**config.mk**
```make
export PLATFORM = sky130hd
export DESIGN_NAME = spi_master
export DESIGN_NICKNAME = d
export VERILOG_FILES = /design/src/rtl/spi_pkg.sv /design/src/rtl/spi_master_shifter.sv /design/src/rtl/spi_master.sv
export SDC_FILE = /design/constraint.sdc
export NUM_CORES = 1
export LEC_CHECK = 0
export ABC_AREA = 0
export CAP_MARGIN = 20
export CORE_MARGIN = 2
export CORE_UTILIZATION = 49
export CTS_BUF_LIST = sky130_fd_sc_hd__clkbuf_16
export DETAILED_ROUTE_END_ITERATION = 7
export GPL_TIMING_DRIVEN = 0
export PLACE_DENSITY = 0.75
export REMOVE_ABC_BUFFERS = 1
export SYNTH_ARGS = -nofsm -noshare
export SYNTH_HDL_FRONTEND = slang
export SYNTH_SLANG_ARGS = --single-unit
```
**constraint.sdc**
```tcl
create_clock -name clk -period 1.5 [get_ports clk]
set_input_delay 0.3 -clock clk [delete_from_list [all_inputs] [get_ports clk]]
set_output_delay 0.3 -clock clk [all_outputs]
set_load 0.02 [all_outputs]
```
**src/rtl/spi_pkg.sv**
```systemverilog
// spi_pkg: shared definitions for the SPI initiator.
// Command encodings, frame/data widths, FSM state type and the frame builder.
package spi_pkg;

    localparam int unsigned CMD_W   = 2;
    localparam int unsigned DATA_W  = 8;
    localparam int unsigned FRAME_W = CMD_W + DATA_W;
    localparam int unsigned IDX_W   = 4;
    localparam int unsigned WAIT_W  = 4;
    localparam int unsigned CNT_W   = 3;

    localparam logic [CMD_W-1:0] CMD_WR_ADDR = 2'b00;
    localparam logic [CMD_W-1:0] CMD_WR_DATA = 2'b01;
    localparam logic [CMD_W-1:0] CMD_RD_ADDR = 2'b10;
    localparam logic [CMD_W-1:0] CMD_RD_DATA = 2'b11;

    typedef enum logic [2:0] {
        IDLE,
        SEND,
        WAIT,
        RECV,
        DONE
    } state_t;

    // Read-data frames carry a zero payload regardless of wr_data.
    function automatic logic [FRAME_W-1:0] build_frame(
        input logic [CMD_W-1:0]  cmd,
        input logic [DATA_W-1:0] data
    );
        return {cmd, (cmd == CMD_RD_DATA) ? DATA_W'(0) : data};
    endfunction

endpackage

```
**src/rtl/spi_master_shifter.sv**
```systemverilog
// spi_master_shifter: 10-bit parallel-load TX shift register (MSB first onto
// mosi) and RX shift register with bit counter (MSB first from miso).
// Ports: load_i/frame_i load a frame, shift_i advances TX, rx_en_i samples
// miso_i; mosi_o is the TX MSB; rx_next_c is the byte including the current
// miso bit; rx_last_c flags the 8th RX bit.
module spi_master_shifter
    import spi_pkg::*;
(
    input  logic               clk,
    input  logic               rst,
    input  logic               load_i,
    input  logic [FRAME_W-1:0] frame_i,
    input  logic               shift_i,
    input  logic               rx_en_i,
    input  logic               miso_i,
    output logic               mosi_o,
    output logic [DATA_W-1:0]  rx_next_c,
    output logic               rx_last_c
);

    logic [FRAME_W-1:0] tx_q, tx_d;
    logic [DATA_W-2:0]  rx_q, rx_d;
    logic [CNT_W-1:0]   cnt_q, cnt_d;

    // Zero fill means mosi returns to 0 once all frame bits have left.
    always_comb begin
        tx_d  = tx_q;
        rx_d  = rx_q;
        cnt_d = cnt_q;
        if (load_i) begin
            tx_d  = frame_i;
            cnt_d = '0;
        end else if (shift_i) begin
            tx_d = {tx_q[FRAME_W-2:0], 1'b0};
        end
        if (rx_en_i) begin
            rx_d  = rx_next_c[DATA_W-2:0];
            cnt_d = cnt_q + CNT_W'(1);
        end
    end

    always_ff @(posedge clk or posedge rst) begin
        if (rst) begin
            tx_q  <= '0;
            rx_q  <= '0;
            cnt_q <= '0;
        end else begin
            tx_q  <= tx_d;
            rx_q  <= rx_d;
            cnt_q <= cnt_d;
        end
    end

    assign mosi_o    = tx_q[FRAME_W-1];
    assign rx_next_c = {rx_q, miso_i};
    assign rx_last_c = (cnt_q == CNT_W'(DATA_W - 1));

endmodule

```
**src/rtl/spi_master.sv**
```systemverilog
// spi_master: SPI initiator sending 10-bit {cmd, payload} frames and, for
// read-data commands, capturing an 8-bit reply after RD_WAIT idle cycles.
// Ports: start/cmd/wr_data host request, ready/done handshake, rd_data and
// rd_valid read result, ss_n/mosi/miso serial pins. All outputs are flops.
module spi_master
    import spi_pkg::*;
#(
    parameter int unsigned RD_WAIT = 2
) (
    input  logic              clk,
    input  logic              rst,
    input  logic              start,
    input  logic [CMD_W-1:0]  cmd,
    input  logic [DATA_W-1:0] wr_data,
    output logic              ready,
    output logic              done,
    output logic [DATA_W-1:0] rd_data,
    output logic              rd_valid,
    output logic              ss_n,
    output logic              mosi,
    input  logic              miso
);

    state_t              state_q, state_d;
    logic [IDX_W-1:0]    idx_q, idx_d;
    logic [WAIT_W-1:0]   wait_q, wait_d;
    logic                rd_q, rd_d;
    logic                ss_n_q, ss_n_d;
    logic                ready_q, ready_d;
    logic                done_q, done_d;
    logic                rd_valid_q, rd_valid_d;
    logic [DATA_W-1:0]   rd_data_q, rd_data_d;

    logic                load_c, shift_c, rx_en_c, rx_last_c;
    logic [DATA_W-1:0]   rx_next_c;
    logic [FRAME_W-1:0]  frame_c;

    spi_master_shifter u_shifter (
        .clk       (clk),
        .rst       (rst),
        .load_i    (load_c),
        .frame_i   (frame_c),
        .shift_i   (shift_c),
        .rx_en_i   (rx_en_c),
        .miso_i    (miso),
        .mosi_o    (mosi),
        .rx_next_c (rx_next_c),
        .rx_last_c (rx_last_c)
    );

    // Next-state and next-output logic.
    always_comb begin
        state_d   = state_q;
        idx_d     = idx_q;
        wait_d    = wait_q;
        rd_d      = rd_q;
        rd_data_d = rd_data_q;
        load_c    = 1'b0;
        shift_c   = 1'b0;
        rx_en_c   = 1'b0;
        frame_c   = build_frame(cmd, wr_data);

        case (state_q)
            // DONE behaves like IDLE for acceptance to allow back-to-back frames.
            IDLE, DONE: begin
                state_d = IDLE;
                if (start && ready_q) begin
                    state_d = SEND;
                    idx_d   = IDX_W'(FRAME_W - 1);
                    rd_d    = (cmd == CMD_RD_DATA);
                    load_c  = 1'b1;
                end
            end
            SEND: begin
                shift_c = 1'b1;
                if (idx_q == '0) begin
                    if (rd_q) begin
                        state_d = WAIT;
                        wait_d  = WAIT_W'(RD_WAIT - 1);
                    end else begin
                        state_d = DONE;
                    end
                end else begin
                    idx_d = idx_q - IDX_W'(1);
                end
            end
            WAIT: begin
                if (wait_q == '0) begin
                    state_d = RECV;
                end else begin
                    wait_d = wait_q - WAIT_W'(1);
                end
            end
            RECV: begin
                rx_en_c = 1'b1;
                if (rx_last_c) begin
                    state_d   = DONE;
                    rd_data_d = rx_next_c;
                end
            end
            default: state_d = IDLE;
        endcase

        ss_n_d     = !(state_d inside {SEND, WAIT, RECV});
        ready_d    = (state_d == IDLE) || (state_d == DONE);
        done_d     = (state_d == DONE);
        rd_valid_d = (state_q == RECV) && rx_last_c;
    end

    always_ff @(posedge clk or posedge rst) begin
        if (rst) begin
            state_q    <= IDLE;
            idx_q      <= '0;
            wait_q     <= '0;
            rd_q       <= 1'b0;
            ss_n_q     <= 1'b1;
            ready_q    <= 1'b1;
            done_q     <= 1'b0;
            rd_valid_q <= 1'b0;
            rd_data_q  <= '0;
        end else begin
            state_q    <= state_d;
            idx_q      <= idx_d;
            wait_q     <= wait_d;
            rd_q       <= rd_d;
            ss_n_q     <= ss_n_d;
            ready_q    <= ready_d;
            done_q     <= done_d;
            rd_valid_q <= rd_valid_d;
            rd_data_q  <= rd_data_d;
        end
    end

    assign ss_n     = ss_n_q;
    assign ready    = ready_q;
    assign done     = done_q;
    assign rd_valid = rd_valid_q;
    assign rd_data  = rd_data_q;

endmodule
```
After elaboration in Yosys (flattened, before gate mapping)

Cells that the tools add are included.

Flip-flop bits (word level): 44

$add $sub $neg: 3
Equality and inequality tests: 15
Multiplexer cells: 22
Reductions and logical operators: 18

Operators with widths:

| kind                  | number |
|---|---|
| $mux W10              | 2 |
| $mux W4               | 5 |
| $mux W3               | 6 |
| $pmux W4 S2           | 2 |
| $eq A3 B2 Y1 const B  | 4 |
| $pmux W3 S4           | 1 |
| $ne A2 B2 Y1 const B  | 5 |
| $eq A3 B3 Y1 const B  | 3 |
| $logic_not A4 Y1      | 2 |
| $mux W8               | 1 |
| $reduce_bool A2 Y1    | 4 |
| $sub A4 B1 Y4 const B | 2 |
| $eq A3 B1 Y1 const B  | 2 |
| $logic_not A3 Y1      | 2 |
| $mux W1               | 5 |
| $reduce_and A2 Y1     | 2 |
| $reduce_and A4 Y1     | 1 |
| $add A3 B1 Y3 const B | 1 |
| $reduce_and A3 Y1     | 1 |
| $reduce_bool A3 Y1    | 1 |
| $eq A2 B2 Y1 const B  | 1 |
| $logic_and A1 B1 Y1   | 2 |
| $reduce_or A2 Y1      | 1 |
| $logic_not A1 Y1      | 1 |
| $logic_or A1 B1 Y1    | 1 |

Longest topological paths before layout

Gate-level depths: netlist of the first run.

Depth after elaboration: 6
Gate-level depth with buffers: 6

Cells and area by module

Synthesis of the first run repeated with hierarchy kept, for this count alone.

Cell total of the unflattened synthesis: 178
Area, all modules: 2068.2 sq um

By module, submodules not included:

| module             | instances | cells each | area each (sq um) | seq. area each (sq um) |
|---|---|---|---|---|
| spi_master         | 1         | 107        | 1167.4            | 603.1 |
| spi_master_shifter | 1         | 71         | 900.9             | 500.5 |

Least setup slack after synthesis of the first run

OpenSTA, ideal clock, no wires.

Kind: register to register
Start: register wait_q[0]
End: register wait_q[1]
Setup time: 0.121 ns
Arrival: 1.487 ns
Required time: 1.379 ns
Slack: -0.107 ns
Stages on the path, launching flop included: 6
Cells stage by stage: dfrtp_1 inv_1 ha_1 or3b_2 and2_1 a22o_1

Cells in the longest elaborated chain, start to end: 3
Elaborated cells on any way between the ends: 6

RTL lines:

| element                                                  | line                               | text |
|---|---|---|
| from (decl)                                              | spi_master.sv:26                   | `logic [WAIT_W-1:0] wait_q, wait_d;` |
| from (signal assigned)                                   | spi_master.sv:124                  | `wait_q <= wait_d;` |
| $sub A4 B1 Y4 / $logic_not A4 Y1 (equally long branches) | spi_master.sv:91, spi_master.sv:88 |  |
| $mux W4 / $ne A2 B2 Y1 (equally long branches)           | n/a                                |  |
| $pmux W4 S2 / $reduce_and A4 Y1 (equally long branches)  | n/a                                |  |

Several ways; a longest one is shown, not always the timed one. The select of a mux whose other input is x is not followed.
A chain may end at the register's enable or synchronous reset.

Worst setup path after layout of the first run

Ends and elaborated chain as after synthesis.

==> results.md, run 1 <==
- For flop-to-flop paths, the worst setup slack is -0.007 ns.
- During placement, the flow inserted port buffers numbering 26.
- The first-pass GRT wire length is 6900 um.
- Across all hold checks on the routed design, the worst slack comes to 0.4808 ns.
- The die boundary width is 68 um.
- The starting density of the core is 50.54%.
- The remaining max-slew budget at the tightest pin is 41.87%.
- The total inserted antenna cells is 0.
- The library cell used most frequently in the layout, excluding fill and tap cells, is sky130_fd_sc_hd__dfrtp_1.
- The number of maximum-capacitance constraint violations is 0.
- The total routing resource utilization after global routing is 20.36%.
- The worst register-to-register path ends at wait_q[1].
- The number of cells after detailed placement is 248.
- From synthesis to final layout, the design area changed by 32.04%.
- The post-detailed-route wirelength per cell is 15.77 um.
- The min-delay analysis places its worst path in the category flip-flop to flip-flop.
- The number of buffer and inverter instances along the worst setup path is 1.
- Setup violations remaining at the end of the flow were counted as 1.
- The floorplan has 23 rows.
- For this run, design rule violations remaining after detail routing come to 0.
- The top cell types in the final layout, fill and taps aside, are sky130_fd_sc_hd__dfrtp_1, sky130_fd_sc_hd__nand2_1, sky130_fd_sc_hd__buf_4, sky130_fd_sc_hd__nand3_1, sky130_fd_sc_hd__clkdlybuf4s50_1.
- The startpoint kind of the worst setup timing path is a flip-flop.
- The fraction of the yosys area taken by sequential cells is 54.99%.
- The post-cts hold buffer count is 0.
- The final design instance area without fill is 2650 um2.
- The post-route netlist has 29.20% of its cells at a drive strength greater than 1.
- CTS built an H-tree with a depth of 2.
- Clock tree synthesis selected as its root buffer the cell sky130_fd_sc_hd__clkbuf_16.
- For the worst-skew pair, the clock arrives at the later sink with an insertion delay of 0.28 ns.
- The maximum number of pins on one net before global-route repair is 45.
- The final number of hold-violating endpoints is 0.
- The first TritonRoute pass finished after 4 iterations.
- Setup repair after global routing could not meet its margin everywhere.
- The post-route worst setup slack is -0.007164 ns.
- The post-synthesis register bit count is 44.
- The number of distinct library cell variants in the gate-level netlist after synthesis is 40.
- The checks that failed: setup timing.
- The final worst clock skew is 0.002678 ns.
- The first routing iteration left 102 violations.
- The wire length after detailed routing is 4352 um.
- The cell type group with the largest total delay on the critical path is simple AND/OR/NAND/NOR gates.
- Synthesis produced 183 cells.
- The core utilization of the finished layout is 66.73%.
- The die covers 4624 um2.
- The instance area at placement is 2252 um2.
- Routability-driven placement finished with a final weighted congestion of 0.7315.
- The final cell count without fillers is 276.
- TritonCTS built the clock tree.
- The critical path arrival is 1.68 ns.
- The leakage power total is 1.302 nW.
- At the worst endpoint, the required time is 1.67 ns.
- The placeable core region is 3971 um2.
- The largest individual stage delay along the critical path comes from the cell sky130_fd_sc_hd__dfrtp_1.
- The number of placed I/O pins is 27.
- The power per cell area is 1953 nW/um2.
- The CTS sink count is 44.
- The clock slew at the register clock pins of the worst setup and hold paths is 0.06 ns.
- In this run the remaining antenna-violating nets after routing total 0.
- After detailed routing, the number of vias per cell comes to 5.703.
- For the pin with the worst max-slew slack, the measured transition is 0.8707 ns.
- The worst hold path terminates at u_shifter.rx_q[6].
- On the worst path, the slowest cell contributes a delay of 0.41 ns.
- The time the worst path needs with I/O delays and setup is 1.507 ns.
- VDD sags by at most 1265 uV.
- The floorplan step set the die height to 68 um.
- Of all flip-flops after synthesis, the portion carrying an async set or reset was 100.0%.
- The net count of the finished layout is 243.
- The critical path goes through inv_2 > ha_4 > or3b_4 > and2_4 > a22o_1.
- The worst hold path passes through 2 cells.
- Along the worst path, the maximum fanout reaches 3.
- The average size of a mapped cell is 10.97 um2.
- The number of global-route vias before repair is 1480.
- For this run, the leading register cell type out of synthesis is sky130_fd_sc_hd__dfrtp_1.
- The fraction of the cycle the final worst path needs is 100.5%.
- The half-perimeter wire length after placement is 2619 um.
- The maximum clock frequency is 0.6635 GHz.
- Counting flops with a built-in enable in the synthesized netlist gives 0.
- The critical path in this run is classified as flip-flop to flip-flop.
- The residual overflow from global routing is 0.
- Counting cells, the worst reg-to-reg path comes to 5.
- The clock passes through at most 2 buffers.
- The total of warnings raised by yosys is 0.
- The startpoint of the worst register-to-register path is wait_q[0].
- TritonCTS created 5 clock buffers.
- The run finished, with violations left.
- The startpoint of the worst hold path is u_shifter.rx_q[6].
- The initial antenna violation count is 0.
- The final max-slew violation count is 0.
- The mapped netlist covers 2007 um2.
- The number of vias after detailed routing is 1574.
- STA classifies the critical path endpoint as a flip-flop.
-- flip-flops by register name, indices dropped and copies added, names as in the netlist --
register / count
ss_n: 1
state_q: 3
u_shifter.rx_q: 7
rd_data: 8
rd_q: 1
ready: 1
rd_valid: 1
done: 1
u_shifter.tx_q: 10
idx_q: 4
wait_q: 4
u_shifter.cnt_q: 3
-- layer usage --
metal	vias to the layer above	wire [um]	global-route usage, %
li1	739	-	-
met1	790	1880	25.57
met2	36	2236	33.86
met3	9	144	4.441
met4	0	90	8.750
met5	-	0	0
-- metrics by stage --
stage          total power, mW  setup WS [ns]  setup TNS (ns)
3_5_place_dp             3.558        -0.6585          -10.16
5_1_grt                  5.533       -0.03318         -0.1321
4_1_cts                  4.840       -0.01019        -0.01510
2_1_floorplan            3.082        -0.1075         -0.5706
3_3_place_gp             3.445        -0.6004          -34.22
6_report                 5.176      -0.007164       -0.007164
-- where the power goes --
group	internal, mW	switching, mW	total [mW]
Combinational	1.11	1.05	2.16
Sequential	1.63	0.389	2.02
Clock	0.598	0.405	1.00
-- synthesized netlist by cell type (2+ instances only) --
cell type | count | share of area (%)
sky130_fd_sc_hd__a21oi_1 | 6 | 1.5
sky130_fd_sc_hd__a22o_1 | 3 | 1.3
sky130_fd_sc_hd__a2bb2oi_1 | 7 | 3.1
sky130_fd_sc_hd__a31oi_1 | 2 | 0.62
sky130_fd_sc_hd__and3_1 | 2 | 0.62
sky130_fd_sc_hd__buf_2 | 5 | 1.2
sky130_fd_sc_hd__buf_6 | 2 | 1.1
sky130_fd_sc_hd__clkbuf_1 | 2 | 0.37
sky130_fd_sc_hd__dfrtp_1 | 42 | 52
sky130_fd_sc_hd__dfstp_2 | 2 | 2.6
sky130_fd_sc_hd__ha_1 | 4 | 2.5
sky130_fd_sc_hd__inv_1 | 8 | 1.5
sky130_fd_sc_hd__mux2_2 | 8 | 4.5
sky130_fd_sc_hd__mux2i_1 | 2 | 1.0
sky130_fd_sc_hd__nand2_1 | 31 | 5.8
sky130_fd_sc_hd__nand3_1 | 13 | 3.2
sky130_fd_sc_hd__nand4b_1 | 2 | 0.87
sky130_fd_sc_hd__nor2_1 | 4 | 0.75
sky130_fd_sc_hd__nor3_1 | 3 | 0.75
sky130_fd_sc_hd__nor3b_2 | 2 | 1.2
sky130_fd_sc_hd__o211a_1 | 2 | 1.0
sky130_fd_sc_hd__o21ai_0 | 10 | 2.5
sky130_fd_sc_hd__o31ai_1 | 2 | 0.75
sky130_fd_sc_hd__or3b_2 | 3 | 1.3
-- layout make-up --
type,count,area (um2)
clock buffer,5,125.1
clock inverter,3,11.26
fill,276,1321
inverter,8,30.03
multi-input combinational,121,922.1
sequential,44,1107
tap,50,62.56
timing repair buffer,45,391.6
-- cell families (layout without fill, tap and decap cells) --
logic type,after synthesis,in the layout,share of synthesized area (%)
compound gates,39,39,13.90
simple gates,67,68,17.77
mux,10,10,5.487
fa+ha+maj,4,4,2.494
buf+inv,19,61,5.361
flops,44,44,54.99
-- worst register-to-register path, cell delays in order, from the launching register on --
cell                      delay, ns
sky130_fd_sc_hd__dfrtp_1       0.41
sky130_fd_sc_hd__inv_2         0.09
sky130_fd_sc_hd__ha_4          0.13
sky130_fd_sc_hd__or3b_4        0.39
sky130_fd_sc_hd__and2_4        0.17
sky130_fd_sc_hd__a22o_1        0.20
-- timing repair --
| action | CTS | global route |
|---|---|---|
| buffers inserted | 3 | 16 |
| endpoints found under the setup margin | 45 | 29 |
| pin swaps | 3 | 5 |
| gates cloned | 0 | 1 |
| resized for setup | 35 | 11 |
-- worst max-delay path by stage --
stage,slack [ns],depth (start not counted),to,from
floorplan,-0.11,5,wait_q[1],wait_q[0]
global route,-0.03,5,wait_q[1],wait_q[0]
detailed placement,-0.66,4,u_shifter.tx_q[4],start
finish,-0.007,5,wait_q[1],wait_q[0]
CTS,-0.01,3,wait_q[3],state_q[2]
global placement,-0.60,4,u_shifter.tx_q[2],start
Note: power is estimated with default switching activity, not from simulation.
==> run 2, diff against run 1 <==
--- a/config.mk
+++ b/config.mk
@@ -6,13 +6,12 @@
 export NUM_CORES = 1
 export LEC_CHECK = 0
 export ABC_AREA = 0
-export CAP_MARGIN = 20
 export CORE_MARGIN = 2
-export CORE_UTILIZATION = 49
+export CORE_UTILIZATION = 54
 export CTS_BUF_LIST = sky130_fd_sc_hd__clkbuf_16
 export DETAILED_ROUTE_END_ITERATION = 7
 export GPL_TIMING_DRIVEN = 0
-export PLACE_DENSITY = 0.75
+export PLACE_DENSITY = 0.88
 export REMOVE_ABC_BUFFERS = 1
 export SYNTH_ARGS = -nofsm -noshare
 export SYNTH_HDL_FRONTEND = slang
==> constraint.sdc (replaced) <==
create_clock -name clk -period 1.55 [get_ports clk]
set_input_delay 0.31 -clock clk [delete_from_list [all_inputs] [get_ports clk]]
set_output_delay 0.31 -clock clk [all_outputs]
set_load 0.02 [all_outputs]
==> results.md, run 2 (synthesis gave the netlist of run 1 again) <==
- The first-pass GRT wire length is 6444 um.
- The startpoint of the worst hold path is u_shifter.rx_q[1].
- The peak supply drop is 1020 uV.
- For this run, the top clock speed supported by timing is 0.6514 GHz.
- In this run the critical register-to-register path is launched from idx_q[1].
- The worst hold path was traced through 2 stages.
- The flow ran to the end, and the final reports show no timing, DRC or antenna violations.
- The number of rows in the core area is 22.
- The maximum number of pins on one net before global-route repair is 45.
- The detailed router finished its first iteration with 77 violations.
- The total clock buffers created by CTS is 5.
- The clock tree root driver cell is sky130_fd_sc_hd__clkbuf_16.
- The startpoint kind of the worst setup timing path is a flip-flop.
- The post-detailed-route wirelength per cell is 15.30 um.
- The cell with the largest stage delay on the worst path is sky130_fd_sc_hd__or3b_4.
- The total routing resource utilization after global routing is 20.38%.
- The power per cell area is 1923 nW/um2.
- The pre-CTS setup slack is -0.6334 ns.
- The mean number of vias per cell is 5.712.
- The required time at the endpoint of the critical path is 1.78 ns.
- The number of buffers on the longest clock path is 2.
- The register with the most flip-flops in the layout has 10 of them.
- The register-to-register path setup slack is 0.01 ns.
- The post-route worst setup slack is 0.01488 ns.
- The number of placed I/O pins is 27.
- Data arrives at the worst endpoint at 1.76 ns.
- The leakage power total is 1.316 nW.
- Leaving out fill and tap cells, the most frequent cell in the layout is sky130_fd_sc_hd__dfrtp_1.
- Walking the worst path, the cells encountered are inv_2 > ha_4 > or3b_4 > o21ai_1 > o211a_1.
- For the worst-skew pair, the clock arrives at the later sink with an insertion delay of 0.28 ns.
- Including well taps, the total number of placed cells is 246.
- The clock slew at the register clock pins of the worst setup and hold paths is 0.06 ns.
- The area added between synthesis and finish is 26.68%.
- The remaining antenna violation count is 0.
- The half-perimeter wire length after placement is 2359 um.
- Setup repair after global routing could not meet its margin everywhere.
- The count of buffers added on input and output ports is 26.
- The number of antenna diodes in the final layout is 0.
- The count of cells in the finished layout, fillers not included, comes to 257.
- In this run the worst path has a maximum fanout of 6.
- Once the floorplan was initialized, standard cells occupied 55.66% of the core.
- The cell type group with the largest total delay on the critical path is simple AND/OR/NAND/NOR gates.
- The first-pass iteration count of the detailed router is 4.
- The worst flop-to-flop path endpoint is ready.
- The time the worst path needs with I/O delays and setup is 1.535 ns.
- The critical path is of the flip-flop to flip-flop type.
- In this design, the stage delay of the slowest critical-path cell is 0.42 ns.
- The number of cells on the worst reg-to-reg path is 5.
- The number of global-route vias before repair is 1372.
- Clock skew on the completed layout was measured at 0.002310 ns.
- At the end of routability-driven placement, the weighted congestion stood at 0.7428.
- Headroom to the max-slew limit came out at 41.39%.
- The register with the most flip-flops is u_shifter.tx_q.
- The min-delay analysis places its worst path in the category flip-flop to flip-flop.
- The height of the chip is 64.97 um.
- Clock tree synthesis found a total of 44 sinks.
- The final layout contains 226 nets.
- Max-cap violations in this run came to 0.
- The residual overflow from global routing is 0.
- The sort of element at the end of the critical path is a flip-flop.
- For this run, design rule violations remaining after detail routing come to 0.
- In the final layout, the share of cells above drive strength 1 is 20.57%.
- The floorplan step defined a die boundary enclosing 4220 um2.
- After layout, the worst path uses 99.04% of the clock period.
- After detailed routing, the total wire length is 3933 um.
- TritonCTS built the clock tree.
- After floorplanning, the core was sized to cover 3606 um2.
- Setup violations remaining at the end of the flow were counted as 0.
- For the pin with the worst max-slew slack, the measured transition is 0.8778 ns.
- The H-tree depth is 2.
- The initial antenna violation count came to 0.
- The final number of hold-violating endpoints is 0.
- The detailed router placed 1468 vias in this run.
- The number of buffer and inverter instances along the worst setup path is 1.
- The final max-slew violation count is 0.
- The worst hold path terminates at u_shifter.rx_q[2].
- The post-cts hold buffer count is 0.
- In the layout the commonest cells are sky130_fd_sc_hd__dfrtp_1, sky130_fd_sc_hd__nand2_1, sky130_fd_sc_hd__clkdlybuf4s50_1, sky130_fd_sc_hd__nand3_1, sky130_fd_sc_hd__o21ai_0.
- On the final layout, the worst hold slack is 0.4921 ns.
- The die boundary width is 64.97 um.
-- run 2: cell types whose count changed in the layout (fill, tap and decap cells not counted), sizes merged, moves of 2 or more --
cell,previous run,this run
buf,19,3
dlymetal6s2s,1,9
dlygate4sd2,11,2
inv,10,8
clkdlybuf4s50,13,15
-- run 2: worst max path at each step --
stage | start | end | cells past startpoint
6_report | idx_q[1] | ready | 5
5_1_grt | idx_q[1] | ready | 5
3_5_place_dp | start | u_shifter.tx_q[1] | 4
3_3_place_gp | rst | rd_data[0] | 2
4_1_cts | state_q[0] | wait_q[1] | 3
2_1_floorplan | wait_q[0] | wait_q[1] | 5
-- run 2: what timing repair did --
item | 4_1_cts | 5_1_grt
pin swaps | 1 | 1
endpoints found under the hold margin | 0 | 0
gates resized for setup | 13 | 19
setup buffers | 3 | 0
setup endpoints to repair | 31 | 30
-- run 2: metal layers --
metal / track usage [%] / vias up / part of all wire, %
met2: 32.22 / 44 / 48
met4: 8.777 / 0 / 1.8
met3: 4.688 / 6 / 4.7
met1: 26.98 / 716 / 45
li1: - / 702 / -
met5: 0 / - / 0
-- run 2: final cells by class --
class | instances | area, um2
clock buffer | 5 | 125.1
clock inverter | 3 | 42.54
fill | 263 | 1064
inverter | 8 | 30.03
multi-input combinational | 120 | 875.8
sequential | 44 | 1106
tap | 48 | 60.06
timing repair buffer | 29 | 302.8
-- run 2: tightest hold or removal path, cell delays in order, from the launching register on --
cell,delay (ns)
sky130_fd_sc_hd__dfrtp_1,0.36
sky130_fd_sc_hd__nand2_1,0.06
sky130_fd_sc_hd__nand2_1,0.05
-- run 2: report_power, final --
part / switching [mW] / total, mW / internal, mW
clock network: 0.431 / 1.19 / 0.757
logic: 0.919 / 1.79 / 0.867
registers: 0.345 / 1.92 / 1.57
total: 1.70 / 4.89 / 3.19
-- run 2: through the flow --
stage / cell area, um2 / utilization, % / TNS (ns) / power, mW
floorplan: 1929 / - / -0.1191 / 2.983
global placement: 2250 / 62.39 / -35.29 / 3.338
detailed placement: 2250 / 62.39 / -8.829 / 3.419
CTS: 2481 / 68.81 / -0.002171 / 4.759
global route: 2542 / 70.51 / -0.08139 / 5.223
finish: 2542 / 70.51 / 0 / 4.889
